<file path="src/rtl/multicycle_ctrl.sv">
// Multicycle FSM controller for the shared-ALU datapath.
// Optional perf counters: define CTRL_PERF_CNT_EN.
module multicycle_ctrl #(
  parameter int WORD_SIZE = 32
) (
  input  logic                 clk,
  input  logic                 rst,
  input  logic [3:0]           opcode,
  input  logic                 alu_zero,
  input  logic                 mem_ready,
  output logic [3:0]           alu_op,
  output logic                 alu_src_a,
  output logic [1:0]           alu_src_b,
  output logic [1:0]           pc_src,
  output logic                 pc_write,
  output logic                 ir_write,
  output logic                 reg_write,
  output logic                 mem_read,
  output logic                 mem_write,
  output logic                 iord,
  output logic                 mem_to_reg,
  output logic                 illegal,
  output logic                 halted,
  output logic [2:0]           state,
  output logic [WORD_SIZE-1:0] retired_cnt,
  output logic [WORD_SIZE-1:0] cycle_cnt
);

  typedef enum logic [2:0] {
    S_RST  = 3'd0,
    FETCH  = 3'd1,
    DECODE = 3'd2,
    EXEC   = 3'd3,
    MEM    = 3'd4,
    WB     = 3'd5,
    HALT   = 3'd6
  } state_t;

  localparam logic [3:0] OP_ADD = 4'd2;
  localparam logic [3:0] OP_SUB = 4'd3;

  state_t st_q;
  state_t st_d;

  logic is_r;
  logic is_lw;
  logic is_sw;
  logic is_beq;
  logic is_jmp;
  logic is_hlt;
  logic is_ill;

  assign is_r   = ~opcode[3];
  assign is_lw  = (opcode == 4'b1000);
  assign is_sw  = (opcode == 4'b1001);
  assign is_beq = (opcode == 4'b1010);
  assign is_jmp = (opcode == 4'b1100);
  assign is_hlt = (opcode == 4'b1111);
  assign is_ill = (opcode == 4'b1011) |
                  (opcode == 4'b1101) |
                  (opcode == 4'b1110);

  assign state = st_q;

  // State register; reset wins from any state.
  always_ff @(posedge clk) begin
    if (rst) st_q <= S_RST;
    else     st_q <= st_d;
  end

  // Next-state and output decode from the registered state.
  always_comb begin
    st_d       = st_q;
    alu_op     = 4'd0;
    alu_src_a  = 1'b0;
    alu_src_b  = 2'd0;
    pc_src     = 2'd0;
    pc_write   = 1'b0;
    ir_write   = 1'b0;
    reg_write  = 1'b0;
    mem_read   = 1'b0;
    mem_write  = 1'b0;
    iord       = 1'b0;
    mem_to_reg = 1'b0;
    illegal    = 1'b0;
    halted     = 1'b0;
    unique case (st_q)
      S_RST: st_d = FETCH;
      FETCH: begin
        mem_read  = 1'b1;
        alu_src_b = 2'd1;
        alu_op    = OP_ADD;
        if (mem_ready) begin
          ir_write = 1'b1;
          pc_write = 1'b1;
          st_d     = DECODE;
        end
      end
      DECODE: begin
        alu_src_b = 2'd3;
        alu_op    = OP_ADD;
        unique case (1'b1)
          is_hlt: st_d = HALT;
          is_jmp: begin
            pc_write = 1'b1;
            pc_src   = 2'd2;
            st_d     = FETCH;
          end
          is_ill: begin
            illegal = 1'b1;
            st_d    = FETCH;
          end
          default: st_d = EXEC;
        endcase
      end
      EXEC: begin
        alu_src_a = 1'b1;
        unique case (1'b1)
          is_r: begin
            alu_op = opcode;
            st_d   = WB;
          end
          is_lw, is_sw: begin
            alu_op    = OP_ADD;
            alu_src_b = 2'd2;
            st_d      = MEM;
          end
          default: begin
            alu_op = OP_SUB;
            if (alu_zero) begin
              pc_write = 1'b1;
              pc_src   = 2'd1;
            end
            st_d = FETCH;
          end
        endcase
      end
      MEM: begin
        iord = 1'b1;
        if (is_lw) mem_read  = 1'b1;
        else       mem_write = 1'b1;
        if (mem_ready) st_d = is_lw ? WB : FETCH;
      end
      WB: begin
        reg_write  = 1'b1;
        mem_to_reg = is_lw;
        st_d       = FETCH;
      end
      HALT: halted = 1'b1;
      default: st_d = S_RST;
    endcase
  end

`ifdef CTRL_PERF_CNT_EN
  logic retire;
  logic active;

  assign retire = (st_q == WB) |
                  ((st_q == MEM) & is_sw & mem_ready) |
                  ((st_q == EXEC) & is_beq) |
                  ((st_q == DECODE) & is_jmp);
  assign active = (st_q != S_RST) & (st_q != HALT);

  // Free-running perf counters, wrapping naturally.
  always_ff @(posedge clk) begin
    if (rst) begin
      cycle_cnt   <= '0;
      retired_cnt <= '0;
    end else begin
      if (active) cycle_cnt   <= cycle_cnt + 1'b1;
      if (retire) retired_cnt <= retired_cnt + 1'b1;
    end
  end
`else
  assign cycle_cnt   = '0;
  assign retired_cnt = '0;
`endif

endmodule
</file>
<file path="config.mk">
export PLATFORM = sky130hd
export DESIGN_NAME = multicycle_ctrl
export DESIGN_NICKNAME = d
export VERILOG_FILES = /design/src/rtl/multicycle_ctrl.sv
export SDC_FILE = /design/constraint.sdc
export NUM_CORES = 1
export LEC_CHECK = 0
export ABC_AREA = 1
export BUFFER_PORTS_ARGS = -buffer_cell sky130_fd_sc_hd__clkbuf_2
export CORE_ASPECT_RATIO = 1.25
export CORE_MARGIN = 2
export CORE_UTILIZATION = 40
export CTS_BUF_LIST = sky130_fd_sc_hd__clkbuf_8
export DETAILED_ROUTE_END_ITERATION = 6
export PLACE_DENSITY_LB_ADDON = 0.3
export SETUP_SLACK_MARGIN = 0.3
export SLEW_MARGIN = 20
export SYNTH_ARGS = -nofsm -noshare
export SYNTH_HDL_FRONTEND = slang
export SYNTH_SLANG_ARGS = --single-unit
</file>
<file path="constraint.sdc">
create_clock -name clk -period 2.87 [get_ports clk]
set_clock_uncertainty 0.15 [all_clocks]
set_input_delay 0.574 -clock clk [delete_from_list [all_inputs] [get_ports clk]]
set_output_delay 0.574 -clock clk [all_outputs]
set_load 0.01 [all_outputs]
</file>
# Yosys cells after proc, flatten, opt, wreduce, memory -nomap -nowiden

Index checks and enable logic that the tools add are counted.

Flip-flop bits (word level): 3
Output and inout bits: 85
Input bits: 8

Mux-type cells: 31
Equal/unequal tests: 15
Reductions and logical operators: 7
Bitwise logic cells: 4

Operators with widths:

| operator             | number |
|---|---|
| $eq A4 B4 Y1 const B | 7 |
| $pmux W3 S6          | 1 |
| $mux W1              | 17 |
| $pmux W4 S2          | 2 |
| $pmux W3 S2          | 2 |
| $eq A3 B3 Y1 const B | 3 |
| $mux W3              | 3 |
| $reduce_or A2 Y1     | 4 |
| $eq A3 B2 Y1 const B | 2 |
| $pmux W2 S3          | 1 |
| $mux W2              | 2 |
| $ne A2 B2 Y1 const B | 2 |
| $pmux W2 S2          | 1 |
| $eq A3 B1 Y1 const B | 1 |
| $logic_not A3 Y1     | 1 |
| $pmux W1 S3          | 1 |
| $reduce_and A3 Y1    | 1 |
| $reduce_or A3 Y1     | 1 |
| $not A1 Y1           | 2 |
| $or A1 B1 Y1         | 2 |
| $pmux W1 S2          | 1 |

# Logic depth before layout (Yosys ltp)

Gate-level depths: netlist of the first run.

Word-level depth: 6
Mapped depth: 7
Depth with buffers taken out: 7

# Worst setup path before layout of the first run

Ideal clock, no wire load.

Kind: input-to-output
Start point: input opcode[3]
End point: output alu_src_b[1]
Cell stages on the path: 4
Data arrival time: 1,145 ps
Slack: 1,001 ps
Cell sequence: inv_1 nor2_1 nand2_1 o31ai_1

Cells in the longest elaborated chain, start to end: 4
Elaborated cells between the ends (all ways): 5
Classes of those cells: eq/ne: 2; mux: 2; reduce/logical: 1

RTL lines:

| what                            | RTL line | RTL |
|---|---|---|
| start, declared                 | 8        | `input logic [3:0] opcode,` |
| $eq A4 B4 Y1 (on tied branches) | 54, 55   |  |
| $reduce_or A2 Y1 *              | 118      | `unique case (1'b1)` |
| $mux W2 *                       | 118      |  |
| $pmux W2 S3 *                   | 87       | `unique case (st_q)` |
| end, declared                   | 13       | `output logic [1:0] alu_src_b,` |

Mark *: on every way between the ends. The rest lies on a longest branch, timed or not.

# Worst setup path after layout of the first run

Start point: register st_q[2] (netlist: state[2])
End point: output mem_to_reg

Cells in the longest elaborated chain, start to end: 2

RTL lines:

| what                   | RTL line | RTL |
|---|---|---|
| start, declared        | 42       | `state_t st_q;` |
| start signal, assigned | 68       | `else st_q <= st_d;` |
| $eq A3 B3 Y1           | 87       |  |
| $mux W1                | 87       |  |
| end, declared          | 21       | `output logic mem_to_reg,` |

Every way passes these cells.

==> reports/results.ini, run 1 <==
[clocking]
cts_tree = yes
cts_inserted_buffers = 3
cts_setup_buffers = 0
clock_path_buffers = 2
cts.sink_count = 3
h-tree-depth = 1
cts_resized = 0
clkLatencyLatePin_ns = 0.22
cts.hold.buffers_added = 0
cts-root-buf = clkbuf_8
clkTransAtPathRegs_ns = 0.03

[grt]
grt_util_met1_pct = 12.7
use_met3_pct = 0.949
grt_use_total_pct = 10.8
grt-busiest-layer = met2
overflow = 0
gr-usage-met2_pct = 19.6
grt_pass1_vias = 587
antenna_found_initial = 0
grt_pass1_wl_um = 2280
grt_max_degree = 11

[finish]
largest_reg_flops = 3
area_growth_pct = -4.36
design_area_um2 = 878
nets = 184
drive_above_1_share_pct = 22.9
fin_cells = 206
diodes = 0

[place]
placed_cells = 202
port-buffer-count = 27
dp_hpwl_um = 1390
place_area_um2 = 833
pre_cts_slack_ns = 0.757
gp_congestion = 0.734

[route]
routed_wl_um = 1540
drt_iter0_markers = 7
antenna_left = 0
routed_via_density = 3.66
first_pass_iters = 4
drc = 0
wl_per_cell_um = 7.49
via_count = 753

[worst_setup_path]
max_stage_delay_ns = 0.59
critPathCaptureType = primary output
reg2regPathDepth = 6
cp_cell_sequence = nand2_1 -> nor4_1 -> clkbuf_2
ff2ff_setup_slack_ns = 1.37
worstPathMaxFanout = 10
r2r_end = state[2]
cp-start-kind = flip-flop
critical_path_required_ns = 2.15
cpMaxStageDelayCell = dfxtp_1
reg2reg_from = state[2]
crit_type = flip-flop to primary output
arrival_ns = 1.45

[floorplan]
fp-row-count = 19
core-area_mm2 = 0.00219
start_util_pct = 42.0
io-pin-count = 93
die_x_um = 46.9
die_area_mm2 = 0.00270
die_h_um = 57.6

[timing]
period_needed_ns = 2.17
hold_viol = 0
slew_viol_final = 0
setup_violations = 0
setup_ws_ns = 0.698
final.period_utilization_pct = 75.7
tns_ns = 0
rsz0062_at_grt = false
max_freq_mhz = 460

[worst_hold_path]
worstHoldStart = rst
hp-class = primary input to flip-flop
hold_depth = 2
hold_end = state[0]

[logic_synthesis]
synth_xor_area_share_pct = 0
synth_simple_gate_area_share_pct = 26.0
yosysSeqAreaShare_pct = 6.54
syn_inst = 146
yosysUniqueCellTypes = 21
synth_compound_area_share_pct = 5.72
ys_seq_elements = 3
synth_mux_area_share_pct = 0
synth_adder_area_share_pct = 0
synth_top_family_by_area = buffers and inverters
synth.avg_cell_area_um2 = 6.29
yosysWarnings = 0
netlist_area_um2 = 918

[power_and_ir_drop]
leakagePower_nw = 0.592
vdd_drop_max_uv = 208
power.density_mw_per_mm2 = 538

[run]
drv_cap = 0

[outcome]
outcome = finished clean

## per-layer routing
| metal | part of all wire (%) | vias to the layer above |
|---|---|---|
| li1 | - | 373 |
| met1 | 38 | 326 |
| met2 | 52 | 52 |
| met3 | 9.8 | 2 |
| met4 | 0.97 | 0 |
| met5 | 0 | - |
## area by class of cell
type / count / area (um^2)
Clock inverter: 1 / 3.75
Clock buffer: 3 / 41.3
Inverter: 17 / 63.8
Timing Repair Buffer: 27 / 135
Fill cell: 252 / 1310
Tap cell: 31 / 38.8
Multi-Input combinational cell: 124 / 536
Sequential cell: 3 / 60.1
## how the worst max path moves through the flow
stage / from / to
2_1_floorplan: opcode[3] / alu_src_b[1]
3_3_place_gp: opcode[3] / alu_src_b[1]
3_5_place_dp: opcode[3] / alu_src_b[1]
4_1_cts: state[2] / mem_read
5_1_grt: state[2] / mem_read
6_report: state[2] / mem_to_reg
## logic make-up (layout without fill, tap and decap cells)
logic type	count (synthesis)	in the layout
AO/OA/AOI/OAI	9	9
buffers and inverters	83	48
flip-flops	3	3
other	1	65
AND/OR/NAND/NOR	50	50
## cell usage after synthesis, drive strengths merged
master	number	share of area [%]
a21oi	4	2.6
a31oi	1	0.68
buf	66	54
conb	1	0.41
dfxtp	3	6.5
inv	17	6.9
nand2	25	11
nand3	6	4.4
nand4	2	1.4
nor2	14	7.6
nor3	1	0.54
nor4	2	1.4
o21ai	3	1.6
o31ai	1	0.82
## where the power goes
group | total, mW | internal, mW | switching (mW)
combinational | 0.270 | 0.0887 | 0.181
clock | 0.119 | 0.0910 | 0.0277
sequential | 0.0839 | 0.0539 | 0.0300
total | 0.472 | 0.234 | 0.239
## worst max-delay path, delay by kind of cell (launching register included)
family / cells / cell delay (ns)
buffers and inverters: 1 / 0.18
AND/OR/NAND/NOR: 2 / 0.46
flip-flops: 1 / 0.59
## cell usage in the layout, fill, tap and decap left out
master and instances:
clkbuf_2 27, nand3_1 4, nand2_2 2, nor2_2 1, conb_1 65, nor2_1 11
dfxtp_1 3, inv_1 16, nand3_2 2, o31ai_1 1, a31oi_1 1, nor4_1 2
a21oi_1 3, nor3_1 1, nor2_4 2, nand4_1 2, a21oi_2 1, nand2_1 23
clkbuf_8 3, inv_2 2, o21ai_0 3
## through the flow
stage,hold WS (ns),utilization [%],power [mW]
global route,0.406,40.2,0.519
CTS,0.399,40.2,0.476
detailed placement,0.476,38.1,0.356
floorplan,0.457,-,0.335
finish,0.399,40.2,0.472
global placement,0.462,38.1,0.353
(Power assumes the default switching activity.)
==> run 2: changes to the inputs <==
--- a/config.mk
+++ b/config.mk
@@ -9,7 +9,7 @@
 export BUFFER_PORTS_ARGS = -buffer_cell sky130_fd_sc_hd__clkbuf_2
 export CORE_ASPECT_RATIO = 1.25
 export CORE_MARGIN = 2
-export CORE_UTILIZATION = 40
+export CORE_UTILIZATION = 37
 export CTS_BUF_LIST = sky130_fd_sc_hd__clkbuf_8
 export DETAILED_ROUTE_END_ITERATION = 6
 export PLACE_DENSITY_LB_ADDON = 0.3
==> constraint.sdc (replaced) <==
create_clock -name clk -period 2.26 [get_ports clk]
set_clock_uncertainty 0.15 [all_clocks]
set_input_delay 0.452 -clock clk [delete_from_list [all_inputs] [get_ports clk]]
set_output_delay 0.452 -clock clk [all_outputs]
set_load 0.01 [all_outputs]
==> reports/results.ini, run 2 (synthesis gave the netlist of run 1 again) <==
[finish]
utilization_pct = 38.0  ; -2.2 points
diodes = 0  ; unchanged
design_area_um2 = 912  ; +3.8%
final_common_cell = conb_1
area_growth_pct = -0.681
layout_common_cells = conb_1, clkbuf_2, nand2_1, inv_1, nor2_1
largest_reg_flops = 3  ; unchanged
nets = 186  ; +1.1%
drive_above_1_share_pct = 26.6  ; +3.7 points

[floorplan]
fp-row-count = 20  ; +1
die_area_mm2 = 0.00290  ; +7.5%
start_util_pct = 38.2  ; -3.8 points
die_x_um = 48.6  ; +3.6%
io-pin-count = 93  ; unchanged
die_h_um = 59.7  ; +3.7%
core-area_mm2 = 0.00240  ; +9.8%

[place]
dp_hpwl_um = 1330  ; -4.2%
port-buffer-count = 27  ; unchanged
place_area_um2 = 836  ; +0.30%
gp_congestion = 0.769  ; +4.7%
pre_cts_slack_ns = 0.404  ; -0.353 ns

[timing]
fin_hold_ws_ns = 0.276  ; -0.123 ns
tns_ns = 0  ; unchanged
period_needed_ns = 1.88
final.period_utilization_pct = 83.2
hold_viol = 0  ; unchanged
setup_violations = 0  ; unchanged
rsz0062_at_grt = false
slew_viol_final = 0  ; unchanged
setup_ws_ns = 0.379  ; -0.318 ns
max_freq_mhz = 532

[route]
drt-met1-wl_um = 515  ; -11%
wl_met2_um = 824  ; +3.6%
antenna_left = 0  ; unchanged
routed_wl_um = 1580  ; +2.6%
wl_per_cell_um = 7.54  ; +0.64%
highest_layer = met4
wl_met3_um = 208  ; +38%
first_pass_iters = 4  ; unchanged
drc = 0  ; unchanged
via_count = 765  ; +1.6%
drt_iter0_markers = 11  ; +4
routed_via_density = 3.64  ; -0.34%

[power_and_ir_drop]
clkPwrFrac_pct = 23.8  ; -1.3 points
p_seq_share_pct = 18.2  ; +0.4 points
combinationalPowerShare_pct = 58.0  ; +0.9 points
vdd_drop_max_uv = 252  ; +21%
p_int_uw = 320  ; +37%
p_sw_uw = 313  ; +31%
leakagePower_nw = 0.604  ; +2.0%
p_sw_share_pct = 49.5  ; -1.1 points
power.density_mw_per_mm2 = 694  ; +29%

[clocking]
clkTransAtPathRegs_ns = 0.03  ; about the same
cts_tree = yes
cts-root-buf = clkbuf_8
cts_inserted_buffers = 3  ; unchanged
clkLatencyLatePin_ns = 0.22  ; about the same
h-tree-depth = 1  ; unchanged
clock_path_buffers = 2  ; unchanged
cts.sink_count = 3  ; unchanged

[worst_setup_path]
critPathCaptureType = primary output
arrival_ns = 1.28  ; -0.17 ns
worstPathMaxFanout = 7  ; -3
crit_buf_inv = 1  ; unchanged
cpMaxStageDelayCell = dfxtp_2
cp_cell_sequence = nand2_2 -> nor2_4 -> nand2_1 -> a21oi_1 -> clkbuf_2
path_delay_family = flip-flops
cp-start-kind = flip-flop
max_stage_delay_ns = 0.41  ; -0.18 ns
crit_type = flip-flop to primary output
critical_path_required_ns = 1.66  ; -0.49 ns

[grt]
overflow = 0  ; unchanged
antenna_found_initial = 0  ; unchanged
grt_pass1_wl_um = 2040  ; -10%
grt_pass1_vias = 510  ; -13%
grt_max_degree = 11  ; unchanged
grt_use_total_pct = 9.25  ; -1.6 points

[run]
drv_cap = 0  ; unchanged

[outcome]
outcome = finished clean

[worst_hold_path]
hp-class = primary input to flip-flop

==> run 2: worst reg2reg max path: cells and delay by family (launching register included) <==
family / cells / cell delay [ns]
DFF: 1 / 0.37
buffers and inverters: 3 / 0.30
and+or+nand+nor: 5 / 0.37
AOI/OAI and AO/OA: 1 / 0.12
==> run 2: cell type report <==
cell class	count	area [um^2]
multi-input cells	124	541
flip-flops and latches	3	68.8
fillers	286	1490
inverters	17	66.3
clock buffers	3	41.3
well taps	33	41.3
repair buffers	29	150
clock inverters	1	3.75
==> run 2: metrics by stage <==
| stage | power [mW] | cells |
|---|---|---|
| 6_report | 0.633 | 210 |
| 2_1_floorplan | 0.425 | 210 |
| 5_1_grt | 0.683 | 210 |
| 4_1_cts | 0.611 | 208 |
| 3_5_place_dp | 0.451 | 204 |
| 3_3_place_gp | 0.456 | 204 |
==> run 2: final timing paths <==
kind              cells past startpoint      from        end  slack [ns]
setup / recovery                      5  state[1]  alu_op[0]        0.38
hold / removal                        2       rst   state[0]        0.28
setup reg to reg                      9  state[0]   state[2]        0.87
hold reg to reg                       2  state[1]   state[1]        0.42
==> run 2: metal layers <==
layer,track usage [%],up-vias
li1,-,378
met1,9.13,325
met2,17.1,58
met3,2.00,4
met4,7.35,0
met5,0,-
==> run 2: what timing repair did <==
item                                    4_1_cts  5_1_grt
setup buffers                                 0        2
hold buffers                                  0        0
resized for setup                             3        5
pin swaps                                     0        1
endpoints found under the setup margin        4        3
==> run 2: power groups by stage <==
stage                     clock (mW)  sequential (mW)  combinational, mW
final                          0.151            0.115              0.367
after global routing           0.159            0.118              0.407
after CTS                      0.155            0.109              0.347
after detailed placement           0            0.106              0.345
after global placement             0            0.107              0.349
after floorplan                    0            0.103              0.322
